### src/rtl/mem_beat_bridge.sv
// mem_beat_bridge
//
// Splits one cache-line memory request from the L1 arbiter into NBEATS
// narrow beats on the external bus, then rebuilds the line from the read
// responses and returns it with a single-cycle response pulse.
//
// Optional feature macro: MEM_BRIDGE_STATS_EN
//   defined   -> 64-bit read/write completed-line counters
//   undefined -> stat_rd_lines / stat_wr_lines tied to zero, no counter flops
//
// Ports
//   clk, reset               clock, asynchronous active-low reset
//   mem_req_valid            line request, held until mem_rsp_valid
//   mem_req_addr             line byte address (low offset bits ignored)
//   mem_req_opcode           4'd4 line read, 4'd7 line write
//   mem_req_store_data       line to write
//   mem_rsp_valid            one-cycle response pulse
//   mem_rsp_load_data        assembled read line
//   bus_req_valid/ready      beat handshake
//   bus_req_addr/we/wdata    beat address, direction, write data
//   bus_rsp_valid/rdata      in-order beat responses (read data or ack)
//   proto_err                sticky protocol error flag
//   stat_rd_lines/wr_lines   completed line counters
module mem_beat_bridge #(
    parameter int CL_BITS   = 128,
    parameter int BEAT_BITS = 32,
    parameter int ADDR_W    = 32
) (
    input  logic                 clk,
    input  logic                 reset,
    input  logic                 mem_req_valid,
    input  logic [ADDR_W-1:0]    mem_req_addr,
    input  logic [3:0]           mem_req_opcode,
    input  logic [CL_BITS-1:0]   mem_req_store_data,
    output logic                 mem_rsp_valid,
    output logic [CL_BITS-1:0]   mem_rsp_load_data,
    output logic                 bus_req_valid,
    input  logic                 bus_req_ready,
    output logic [ADDR_W-1:0]    bus_req_addr,
    output logic                 bus_req_we,
    output logic [BEAT_BITS-1:0] bus_req_wdata,
    input  logic                 bus_rsp_valid,
    input  logic [BEAT_BITS-1:0] bus_rsp_rdata,
    output logic                 proto_err,
    output logic [63:0]          stat_rd_lines,
    output logic [63:0]          stat_wr_lines
);

    localparam int NBEATS     = CL_BITS / BEAT_BITS;
    localparam int BEAT_BYTES = BEAT_BITS / 8;
    localparam int LINE_BYTES = CL_BITS / 8;
    localparam int CNT_W      = $clog2(NBEATS + 1);

    localparam logic [3:0] OP_RD = 4'd4;
    localparam logic [3:0] OP_WR = 4'd7;

    typedef enum logic [2:0] {
        IDLE   = 3'd0,
        SAMPLE = 3'd1,
        ISSUE  = 3'd2,
        DRAIN  = 3'd3,
        RESP   = 3'd4
    } state_t;

    state_t               state_r;
    state_t               state_s;
    logic                 op_we_r;
    logic [CL_BITS-1:0]   store_r;
    logic [CNT_W-1:0]     issue_cnt_r;
    logic [CNT_W-1:0]     rsp_cnt_r;
    logic [CL_BITS-1:0]   line_r;
    logic                 proto_err_r;
    logic                 rsp_valid_r;
    logic                 bus_valid_r;
    logic [ADDR_W-1:0]    bus_addr_r;
    logic                 bus_we_r;
    logic [BEAT_BITS-1:0] bus_wdata_r;

    logic                 legal_s;
    logic                 accept_s;
    logic                 last_issue_s;
    logic                 outstanding_s;
    logic                 rsp_take_s;
    logic                 unsolicited_s;
    logic                 rsp_done_s;

    // Select beat idx out of a full line.
    function automatic logic [BEAT_BITS-1:0] beat_of(input logic [CL_BITS-1:0] line,
                                                     input logic [CNT_W-1:0]   idx);
        logic [BEAT_BITS-1:0] res;
        res = '0;
        for (int i = 0; i < NBEATS; i++) begin
            if (idx == CNT_W'(i)) begin
                res = line[i*BEAT_BITS +: BEAT_BITS];
            end
        end
        return res;
    endfunction

    assign legal_s       = (mem_req_opcode == OP_RD) || (mem_req_opcode == OP_WR);
    assign accept_s      = (state_r == ISSUE) && bus_valid_r && bus_req_ready;
    assign last_issue_s  = accept_s && (issue_cnt_r == CNT_W'(NBEATS - 1));
    // Counters only differ while beats are in flight; equal counts mean any
    // response is unsolicited.
    assign outstanding_s = (issue_cnt_r != rsp_cnt_r);
    assign rsp_take_s    = bus_rsp_valid && outstanding_s &&
                           ((state_r == ISSUE) || (state_r == DRAIN));
    assign unsolicited_s = bus_rsp_valid && !rsp_take_s;
    assign rsp_done_s    = (rsp_cnt_r == CNT_W'(NBEATS)) ||
                           (rsp_take_s && (rsp_cnt_r == CNT_W'(NBEATS - 1)));

    // Next-state logic.
    always_comb begin
        state_s = state_r;
        case (state_r)
            IDLE: begin
                if (mem_req_valid) begin
                    state_s = SAMPLE;
                end else begin
                    state_s = IDLE;
                end
            end
            SAMPLE: begin
                if (legal_s) begin
                    state_s = ISSUE;
                end else begin
                    state_s = RESP;
                end
            end
            ISSUE: begin
                if (last_issue_s) begin
                    state_s = DRAIN;
                end else begin
                    state_s = ISSUE;
                end
            end
            DRAIN: begin
                if (rsp_done_s) begin
                    state_s = RESP;
                end else begin
                    state_s = DRAIN;
                end
            end
            RESP:    state_s = IDLE;
            default: state_s = IDLE;
        endcase
    end

    // FSM state register.
    always_ff @(posedge clk or negedge reset) begin
        if (!reset) begin
            state_r <= IDLE;
        end else begin
            state_r <= state_s;
        end
    end

    // Request capture; fields are stable from the second valid cycle onward.
    always_ff @(posedge clk or negedge reset) begin
        if (!reset) begin
            op_we_r <= 1'b0;
            store_r <= '0;
        end else if (state_r == SAMPLE) begin
            op_we_r <= (mem_req_opcode == OP_WR);
            store_r <= mem_req_store_data;
        end
    end

    // Registered beat request: beat 0 loaded in SAMPLE, advanced on accept.
    always_ff @(posedge clk or negedge reset) begin
        if (!reset) begin
            bus_valid_r <= 1'b0;
            bus_addr_r  <= '0;
            bus_we_r    <= 1'b0;
            bus_wdata_r <= '0;
        end else begin
            case (state_r)
                SAMPLE: begin
                    if (legal_s) begin
                        bus_valid_r <= 1'b1;
                        bus_addr_r  <= mem_req_addr & ~ADDR_W'(LINE_BYTES - 1);
                        bus_we_r    <= (mem_req_opcode == OP_WR);
                        bus_wdata_r <= mem_req_store_data[BEAT_BITS-1:0];
                    end
                end
                ISSUE: begin
                    if (last_issue_s) begin
                        bus_valid_r <= 1'b0;
                    end else if (accept_s) begin
                        bus_addr_r  <= bus_addr_r + ADDR_W'(BEAT_BYTES);
                        bus_wdata_r <= beat_of(store_r, issue_cnt_r + CNT_W'(1));
                    end
                end
                default: begin
                    bus_valid_r <= 1'b0;
                end
            endcase
        end
    end

    // Issued-beat and received-response counters.
    always_ff @(posedge clk or negedge reset) begin
        if (!reset) begin
            issue_cnt_r <= '0;
            rsp_cnt_r   <= '0;
        end else if (state_r == SAMPLE) begin
            issue_cnt_r <= '0;
            rsp_cnt_r   <= '0;
        end else begin
            if (accept_s) begin
                issue_cnt_r <= issue_cnt_r + CNT_W'(1);
            end
            if (rsp_take_s) begin
                rsp_cnt_r <= rsp_cnt_r + CNT_W'(1);
            end
        end
    end

    // Line assembly; write requests leave the previous read line in place.
    always_ff @(posedge clk or negedge reset) begin
        if (!reset) begin
            line_r <= '0;
        end else if ((state_r == SAMPLE) && !legal_s) begin
            line_r <= '0;
        end else if (rsp_take_s && !op_we_r) begin
            for (int i = 0; i < NBEATS; i++) begin
                if (rsp_cnt_r == CNT_W'(i)) begin
                    line_r[i*BEAT_BITS +: BEAT_BITS] <= bus_rsp_rdata;
                end
            end
        end
    end

    // Sticky protocol error.
    always_ff @(posedge clk or negedge reset) begin
        if (!reset) begin
            proto_err_r <= 1'b0;
        end else if (((state_r == SAMPLE) && !legal_s) || unsolicited_s) begin
            proto_err_r <= 1'b1;
        end
    end

    // Response pulse, registered from the next state.
    always_ff @(posedge clk or negedge reset) begin
        if (!reset) begin
            rsp_valid_r <= 1'b0;
        end else begin
            rsp_valid_r <= (state_s == RESP);
        end
    end

`ifdef MEM_BRIDGE_STATS_EN
    logic [63:0] stat_rd_r;
    logic [63:0] stat_wr_r;

    // Completed line counters; illegal opcodes reach RESP from SAMPLE and
    // are therefore never counted.
    always_ff @(posedge clk or negedge reset) begin
        if (!reset) begin
            stat_rd_r <= 64'd0;
            stat_wr_r <= 64'd0;
        end else if ((state_r == DRAIN) && (state_s == RESP)) begin
            if (op_we_r) begin
                stat_wr_r <= stat_wr_r + 64'd1;
            end else begin
                stat_rd_r <= stat_rd_r + 64'd1;
            end
        end
    end

    assign stat_rd_lines = stat_rd_r;
    assign stat_wr_lines = stat_wr_r;
`else
    assign stat_rd_lines = 64'd0;
    assign stat_wr_lines = 64'd0;
`endif

    assign mem_rsp_valid     = rsp_valid_r;
    assign mem_rsp_load_data = line_r;
    assign bus_req_valid     = bus_valid_r;
    assign bus_req_addr      = bus_addr_r;
    assign bus_req_we        = bus_we_r;
    assign bus_req_wdata     = bus_wdata_r;
    assign proto_err         = proto_err_r;

endmodule

### config.mk
export PLATFORM = sky130hd
export DESIGN_NAME = mem_beat_bridge
export DESIGN_NICKNAME = d
export VERILOG_FILES = /design/src/rtl/mem_beat_bridge.sv
export SDC_FILE = /design/constraint.sdc
export NUM_CORES = 1
export LEC_CHECK = 0
export ABC_AREA = 0
export BUFFER_PORTS_ARGS = -buffer_cell sky130_fd_sc_hd__buf_2
export CAP_MARGIN = 20
export CORE_AREA = 2 2 206 208
export DETAILED_ROUTE_END_ITERATION = 12
export DIE_AREA = 0 0 208 210
export SKIP_LAST_GASP = 1
export SLEW_MARGIN = 20
export SYNTH_ARGS = -nofsm -noshare
export SYNTH_HDL_FRONTEND = slang
export SYNTH_SLANG_ARGS = --single-unit
### constraint.sdc
create_clock -name clk -period 3.4 [get_ports clk]
set_clock_uncertainty 0.05 [all_clocks]
set_input_delay 0 -clock clk [delete_from_list [all_inputs] [get_ports clk]]
set_output_delay 0 -clock clk [all_outputs]
set_load 0.01 [all_outputs]
Word level (Yosys, flattened, before mapping)
Cells that the tools add are included.

Register bits: 334. Latch bits: 0. Memory bits (writable): 0. ROM bits: 0. Bits of input ports: 201. Word-level logic and storage cells: 101. Memories kept: 0.

$add $sub $neg: 3. Multipliers: 0. Divide/modulo/power cells: 0. $lt $le $gt $ge: 0. Equality and inequality tests: 19. Shift operators: 0. Muxes and demuxes: 30. Bitwise gates (word level): 0. Reductions and logical operators: 34.

Operators by type and width (number): two-way mux 32 bit (14); two-way mux 128 bit (2); case mux 32 bit (2 select lines) (2); adder 32 x 3 -> 32 bit, second input constant (1); equality test 3 x 2 -> 1 bit, second input constant (7); two-way mux 3 bit (6); nonzero test 2 bit (8); case mux 3 bit (4 select lines) (1); AND reduction 2 bit (6); equality test 3 x 1 -> 1 bit, second input constant (3); logical AND 1 bit (9); zero test 3 bit (3); equality test 4 x 3 -> 1 bit, second input constant (2); != test 2 bit, second input constant (4); adder 3 x 1 -> 3 bit, second input constant (2); equality test 3 bit, second input constant (2); logical OR 1 bit (4); two-way mux 1 bit (4); AND reduction 4 bit (1); zero test 1 bit (3); != test 3 bit (1); case mux 1 bit (2 select lines) (1).

Depth between registers and ports, before layout
Gate-level depths: netlist of the first run.

Word-level depth: 9. Depth in mapped cells: 10. Depth with buffers taken out: 7.

Worst setup path before layout of the first run
OpenSTA, ideal clock, no wires.

Path type: reg2reg. Start point: register issue_cnt_r[0]. End point: register bus_wdata_r[0], in the netlist bus_req_wdata[0]. Library setup time: 83 ps. Arrival time: 2102 ps. Data required time: 3267 ps. Path slack: 1166 ps. Cell stages (with the launch flop): 10. Path buffers: 2. Cells stage by stage: dfrtp_1 ha_1 ha_1 and3b_1 clkbuf_1 clkbuf_1 a221oi_1 o31ai_1 o21ai_0 o21ai_0.

Word-level cells in the longest chain between the ends: 9.

RTL lines: start, declared (line 69) `logic [CNT_W-1:0] issue_cnt_r;`; start signal, assigned (line 211) `issue_cnt_r <= issue_cnt_r + CNT_W'(1);`; adder 3 x 1 -> 3 bit (line 191) `bus_wdata_r <= beat_of(store_r, issue_cnt_r + CNT_W'(1));`; zero test 3 bit (line 93) `if (idx == CNT_W'(i)) begin`; two-way mux 32 bit (4 in a row) (line 93); two-way mux 32 bit (line 189) `end else if (accept_s) begin`; two-way mux 32 bit (line 187) `if (last_issue_s) begin`; case mux 32 bit (2 select lines) (line 177) `case (state_r)`; end signal, assigned (line 183) `bus_wdata_r <= mem_req_store_data[BEAT_BITS-1:0];`; end signal, assigned (line 191); end, declared (line 77) `logic [BEAT_BITS-1:0] bus_wdata_r;`.

Parallel ways exist; a longest one is shown, timed or not. The select of a mux whose other input is x is not followed. A chain may end at the register's enable or synchronous reset.

Final worst setup path of the first run
Start point: register state_r[0]. End point: register state_r[0].

Word-level cells in the longest chain between the ends: 7.

RTL lines: start, declared (line 65) `state_t state_r;`; start signal, assigned (line 154) `state_r <= state_s;`; equality test 3 x 2 -> 1 bit, on equally long branches (line 101, 107, 115); logical OR 1 bit (line 107) `((state_r == ISSUE) || (state_r == DRAIN));`; logical AND 1 bit (line 106) `assign rsp_take_s = bus_rsp_valid && outstanding_s &&`; logical AND 1 bit (line 110) `(rsp_take_s && (rsp_cnt_r == CNT_W'(NBEATS - 1)));`; logical OR 1 bit (line 109) `assign rsp_done_s = (rsp_cnt_r == CNT_W'(NBEATS)) ||`; two-way mux 3 bit (line 138) `if (rsp_done_s) begin`; case mux 3 bit (4 select lines) (*) (line 115) `case (state_r)`; net state_s[0] (line 66) `state_t state_s;`.

Mark *: on every way through the listed nets, which the timed path passes. The rest lies on a longest branch.

==> out/metrics.csv, run 1 <==
metric,value,unit
status,"finished, final reports clean",
synth-edff-count,0,
slew_headroom,44.4,%
layout-drive-gt1-share,21.1,%
stdcell_area,21000,um^2
dpl.hpwl,32500,um
grt_usage,22.7,%
hold_viol,0,
power.internal,8.21,mW
cp-start-kind,flop,
htree_levels,2,
dpl-instance-area,17800,um^2
yosys_register_bits,332,
drv_slew,0,
path_class,flop to flop,
cts_tree,done,
first_pass_iters,5,
postRouteAntennaNets,0,
die_h,210,um
core_area,41500,um^2
ctsResizeCount,0,
grt_pass1_wl,80100,um
crit_fanout,60,
period_share,78.9,%
synth_common_cells,"nand2_1, dfrtp_1, a21oi_1, buf_4, clkbuf_1",
grt_remaining_overflow,0,
clk_latency,0.55,ns
root_buffer,clkbuf_16,
avgRoutedWirePerCell,17.2,um
cts_buffers,39,
drc_errors,0,
end_kind,flop,
drt_iter0_drc,1146,
leakage,10.1,nW
initial_core_util,38.0,%
nets,2604,
synth_most_common_cell,nand2_1,
fp-row-count,75,
required,3.82,ns
synth_cell_types,52,
p_sw,3.67,mW
yosysSeqAreaShare,52.7,%
synth_warnings,0,
switching_share,30.9,%
syn_avg_cell_area,8.51,um^2
ios,525,
setup_viol,0,
yosys-top-cells-area,"dfrtp_1, nand2_1, buf_4, a21oi_1, clkbuf_1",
ys.flop_type,dfrtp_1,
cts_buffer_depth,3,
num_vias,14700,
p_seq_share,42.6,%
worst_pin_slew,0.833,ns
cts_sinks,332,
fmax,0.373,GHz
area_growth,33.2,%
wl,50800,um
syn_inst,1853,
utilization,50.7,%
clkPwrFrac,33.7,%
hp-class,primary input to async pin,
worstPathArrival,3.10,ns
cap_violations,0,
rsz0062_at_grt,false,
avgViaCountPerCell,4.99,
antenna_found_initial,2,
die-area,43700,um^2
peakVddDrop,0.000403,V
grt_max_degree,138,
tns,0,ns
portBuffers,390,
fin_crit,2.68,ns
grt_pass1_vias,14400,
synth_top_area_share,52.7,%
async_reset_ff_share,100,%
routabilityCongestion,0.843,
synth_area,15800,um^2
synth_top_area_cell,dfrtp_1,
clk_pin_slew_worst_paths,0.06,ns
p_comb_share,23.6,%
fp.dieW,208,um
p_per_area,565,nW/um^2
==> what timing repair did <==
item,in CTS,in global routing
hold buffers,198,0
setup buffers,0,0
endpoints found under the hold margin,416,0
==> metal layers <==
| metal | vias to the layer above | wire length, um | global-route usage (%) | part of all wire [%] |
|---|---|---|---|---|
| li1 | 6947 | - | - | - |
| met1 | 7096 | 21700 | 30.8 | 43 |
| met2 | 587 | 24600 | 37.7 | 48 |
| met3 | 89 | 3280 | 3.53 | 6.5 |
| met4 | 2 | 1170 | 6.85 | 2.3 |
| met5 | - | 13 | 0 | 0.026 |
==> critical path, cell delays in order, from the launching register on <==
cell           delay, ns
dfrtp_1             0.47
or3b_2              0.51
buf_4               0.36
nor2_1              0.41
a22oi_1             0.10
dlygate4sd3_1       0.58
a21oi_1             0.12
==> worst paths after layout <==
kind,endpoint,from,cells after the start,slack (ns)
worst max-delay path,state_r[0],state_r[0],6,0.72
max in group asynchronous,mem_rsp_load_data[103],reset,3,2.33
min in group clk,bus_req_we,mem_req_opcode[2],5,0.09
worst min-delay path,bus_req_addr[15],reset,2,0.05
worst max register to register,state_r[0],state_r[0],6,0.72
worst min register to register,store_r[69],store_r[69],2,0.42
==> cells in the final DEF (no fill, tap or decap), drive strengths merged, types with 3 or more instances in the layout <==
| master | count |
|---|---|
| a211oi | 3 |
| nand3b | 4 |
| o31ai | 33 |
| or3 | 3 |
| nor4 | 4 |
| a31oi | 3 |
| nor4b | 3 |
| xnor2 | 6 |
| a221oi | 32 |
| a2bb2oi | 9 |
| nand2 | 710 |
| o22a | 8 |
| nor3 | 4 |
| buf | 428 |
| nor2 | 52 |
| nand3 | 22 |
| dlygate4sd3 | 198 |
| and2 | 6 |
| clkbuf | 49 |
| ha | 12 |
| o21ai | 90 |
| nor3b | 5 |
| and3 | 10 |
| dfrtp | 332 |
| clkinv | 9 |
| inv | 9 |
| nand4 | 4 |
| o22ai | 10 |
| conb | 130 |
| a21oi | 202 |
==> state kept, by name (all words and copies together) (netlist names) <==
| signal | count |
|---|---|
| mem_rsp_valid | 1 |
| store_r | 128 |
| proto_err | 1 |
| bus_req_wdata | 32 |
| bus_req_we | 1 |
| issue_cnt_r | 3 |
| rsp_cnt_r | 3 |
| state_r | 3 |
| op_we_r | 1 |
| bus_req_valid | 1 |
| mem_rsp_load_data | 128 |
| bus_req_addr | 30 |
==> cell families (layout without fill, tap and decap cells) <==
| group | count (synthesis) | count (layout) | synth area share (%) |
|---|---|---|---|
| fa+ha+maj | 12 | 12 | 0.952 |
| buf+inv | 265 | 695 | 9.68 |
| flops | 332 | 332 | 52.7 |
| other cells | 1 | 131 | 0.0238 |
| xor+xnor | 6 | 6 | 0.333 |
| compound gates | 399 | 399 | 15.1 |
| simple gates | 838 | 838 | 21.3 |
==> cell type report <==
| class | instances | area (um^2) |
|---|---|---|
| Tap cell | 539 | 674 |
| Fill cell | 3903 | 20500 |
| Inverter | 7 | 26.3 |
| Antenna cell | 1 | 2.50 |
| Clock buffer | 49 | 1080 |
| Timing Repair Buffer | 626 | 4350 |
| Clock inverter | 13 | 115 |
| Multi-Input combinational cell | 1385 | 6450 |
| Sequential cell | 332 | 8310 |
==> power groups by stage <==
stage | combinational (mW) | sequential, mW | clock, mW
after floorplan | 1.10 | 5.45 | 0
after global placement | 2.60 | 5.10 | 0
after detailed placement | 2.64 | 5.13 | 0
after CTS | 2.83 | 5.06 | 4.11
after global routing | 3.11 | 5.16 | 4.27
final | 2.81 | 5.06 | 4.00
==> per-stage QoR <==
stage | setup WS [ns] | power [mW] | std cells | hold WS (ns)
2_1_floorplan | 1.17 | 6.55 | 1982 | -0.346
3_3_place_gp | 0.941 | 7.70 | 2691 | 0.0476
3_5_place_dp | 0.874 | 7.77 | 2691 | 0.0507
4_1_cts | 0.710 | 12.0 | 2951 | 0.0488
5_1_grt | 0.563 | 12.5 | 2952 | 0.0704
6_report | 0.717 | 11.9 | 2952 | 0.0535
(Power assumes the default switching activity.)
==> run 2, diff against run 1 <==
--- a/config.mk
+++ b/config.mk
@@ -11,6 +11,7 @@
 export CORE_AREA = 2 2 206 208
 export DETAILED_ROUTE_END_ITERATION = 12
 export DIE_AREA = 0 0 208 210
+export PLACE_DENSITY = 0.66
 export SKIP_LAST_GASP = 1
 export SLEW_MARGIN = 20
 export SYNTH_ARGS = -nofsm -noshare
==> constraint.sdc (replaced) <==
create_clock -name clk -period 2.3 [get_ports clk]
set_clock_uncertainty 0.05 [all_clocks]
set_input_delay 0 -clock clk [delete_from_list [all_inputs] [get_ports clk]]
set_output_delay 0 -clock clk [all_outputs]
set_load 0.01 [all_outputs]
==> out/metrics.csv, run 2 (same netlist as run 1, synthesis figures left out) <==
metric,value,unit,change
antenna_found_initial,1,,-1
path_class,flop to flop,,
grt_pass1_wl,81300,um,+1.5%
portBuffers,390,,unchanged
core_area,41500,um^2,unchanged
nets,2613,,+0.35%
fp-row-count,75,,unchanged
cap_violations,0,,unchanged
slew_headroom,55.1,%,+11 points
r2r_start,issue_cnt_r[0],,
post_cts_buffers,0,,unchanged
cts_sinks,332,,unchanged
fill_cells,3776,,-3.3%
routabilityCongestion,0.821,,-2.7%
period_share,95.3,%,+16 points
multi_input_area,6460,um^2,+0.21%
htree_levels,2,,unchanged
cts_buffers,39,,unchanged
met2_length,25700,um,+4.4%
num_vias,14900,,+1.5%
drt_iter0_drc,1213,,+5.8%
final_common_cell,nand2_1,,
area_growth,35.9,%,
grt_pass1_vias,15200,,+5.4%
cp-start-kind,flop,,
crit_fanout,16,,-73%
end_kind,flop,,
r2r_setup_slack,0.11,ns,-0.61 ns
avgViaCountPerCell,5.04,,+0.99%
cts_tree,done,,
first_pass_iters,5,,unchanged
tns,0,ns,unchanged
rsz0062_at_grt,false,,
postRouteAntennaNets,0,,unchanged
grt_max_degree,138,,unchanged
avgRoutedWirePerCell,17.4,um,+1.4%
drc_errors,0,,unchanged
register_area,8310,um^2,unchanged
wl_met1,20600,um,-5.1%
setup_viol,0,,unchanged
grt_usage,23.1,%,+0.42 points
fin_crit,2.19,ns,-0.490 ns
die-area,43700,um^2,unchanged
grt_remaining_overflow,0,,unchanged
status,"finished, final reports clean",,
reg2reg_to,bus_req_wdata[13],,
top_layer_used,met4,,
fp.dieW,208,um,unchanged
p_per_area,846,nW/um^2,+50%
clk_pin_slew_worst_paths,0.06,ns,about the same
dpl.hpwl,32300,um,-0.69%
root_buffer,clkbuf_16,,
final_cell_mix,"nand2_1, buf_2, dfrtp_1, dlygate4sd3_1, a21oi_1",,
wl,51800,um,+1.9%
peakVddDrop,0.000598,V,+49%
drv_slew,0,,unchanged
hold_viol,0,,unchanged
leakage,10.3,nW,+1.9%
die_h,210,um,unchanged
r2r_cells,8,,+2
cts_buffer_depth,3,,unchanged
initial_core_util,38.0,%,unchanged
hold_ws,0.0346,ns,-0.0189 ns
required,2.71,ns,-1.11 ns
clk_latency,0.54,ns,about the same
met3_length,3670,um,+12%
hp-class,primary input to async pin,,
fmax,0.456,GHz,+22%
worstPathArrival,2.60,ns,-0.50 ns
ios,525,,unchanged
worst_pin_slew,0.674,ns,-0.160 ns
layout-drive-gt1-share,21.7,%,+0.60 points
run 2: cell types whose count changed in the layout (fill, tap and decap cells not counted), sizes merged:
cell         before  now
clkinvlp          1    2
clkbuf           49   55
dlygate4sd3     198  196
buf             428  438
clkinv            9    7
bufinv            1    5
inv               9    8
run 2: final cells by class:
class | instances | area share, %
well taps | 539 | 3.15
clock buffers | 54 | 5.23
repair buffers | 635 | 21.6
clock inverters | 15 | 0.992
inverters | 7 | 0.123
multi-input cells | 1385 | 30.1
flip-flops and latches | 332 | 38.7
diodes | 1 | 0.0117
run 2: how the worst max path moves through the flow:
stage                               from                end  slack, ns  depth (start not counted)
final                     issue_cnt_r[0]  bus_req_wdata[13]       0.11                          8
after global routing      issue_cnt_r[0]  bus_req_wdata[29]       0.01                          8
after global placement        state_r[0]  bus_req_wdata[11]       0.17                          6
after detailed placement  issue_cnt_r[0]   bus_req_wdata[7]       0.05                          8
after CTS                 issue_cnt_r[0]   bus_req_wdata[1]       0.05                          8
after floorplan           issue_cnt_r[0]   bus_req_wdata[0]       0.07                          9
run 2: repair_timing:
item | in CTS | in global routing
resized for setup | 0 | 5
hold buffers | 197 | 0
endpoints found under the hold margin | 658 | 0
endpoints found under the setup margin | 0 | 31
run 2: per-stage QoR:
step / cell area, um^2 / setup slack (ns) / power [mW] / util (%) / cells
floorplan: 16300 / 0.0657 / 9.68 / - / 1982
global placement: 18100 / 0.171 / 11.4 / 43.6 / 2700
detailed placement: 18100 / 0.0502 / 11.5 / 43.6 / 2700
CTS: 21400 / 0.0515 / 18.3 / 51.6 / 2966
global route: 21400 / 0.0128 / 19.1 / 51.7 / 2968
finish: 21400 / 0.107 / 18.1 / 51.7 / 2968
run 2: metal layers:
metal | vias up | global-route usage, %
met5 | - | 0
met4 | 0 | 9.59
met2 | 653 | 39.7
met1 | 7219 | 28.8
met3 | 116 | 4.20
li1 | 6959 | -
run 2: worst max-delay path: stages, from the launching register on:
cell      delay (ns)
dfrtp_1         0.39
ha_1            0.23
ha_4            0.30
and3b_2         0.26
buf_12          0.19
a221oi_1        0.11
o31ai_1         0.26
o21ai_0         0.16
o21ai_1         0.16
run 2: power by group:
| part | switching, mW | internal (mW) |
|---|---|---|
| registers | 0.592 | 6.91 |
| clock network | 2.50 | 3.97 |
| logic | 2.35 | 1.83 |
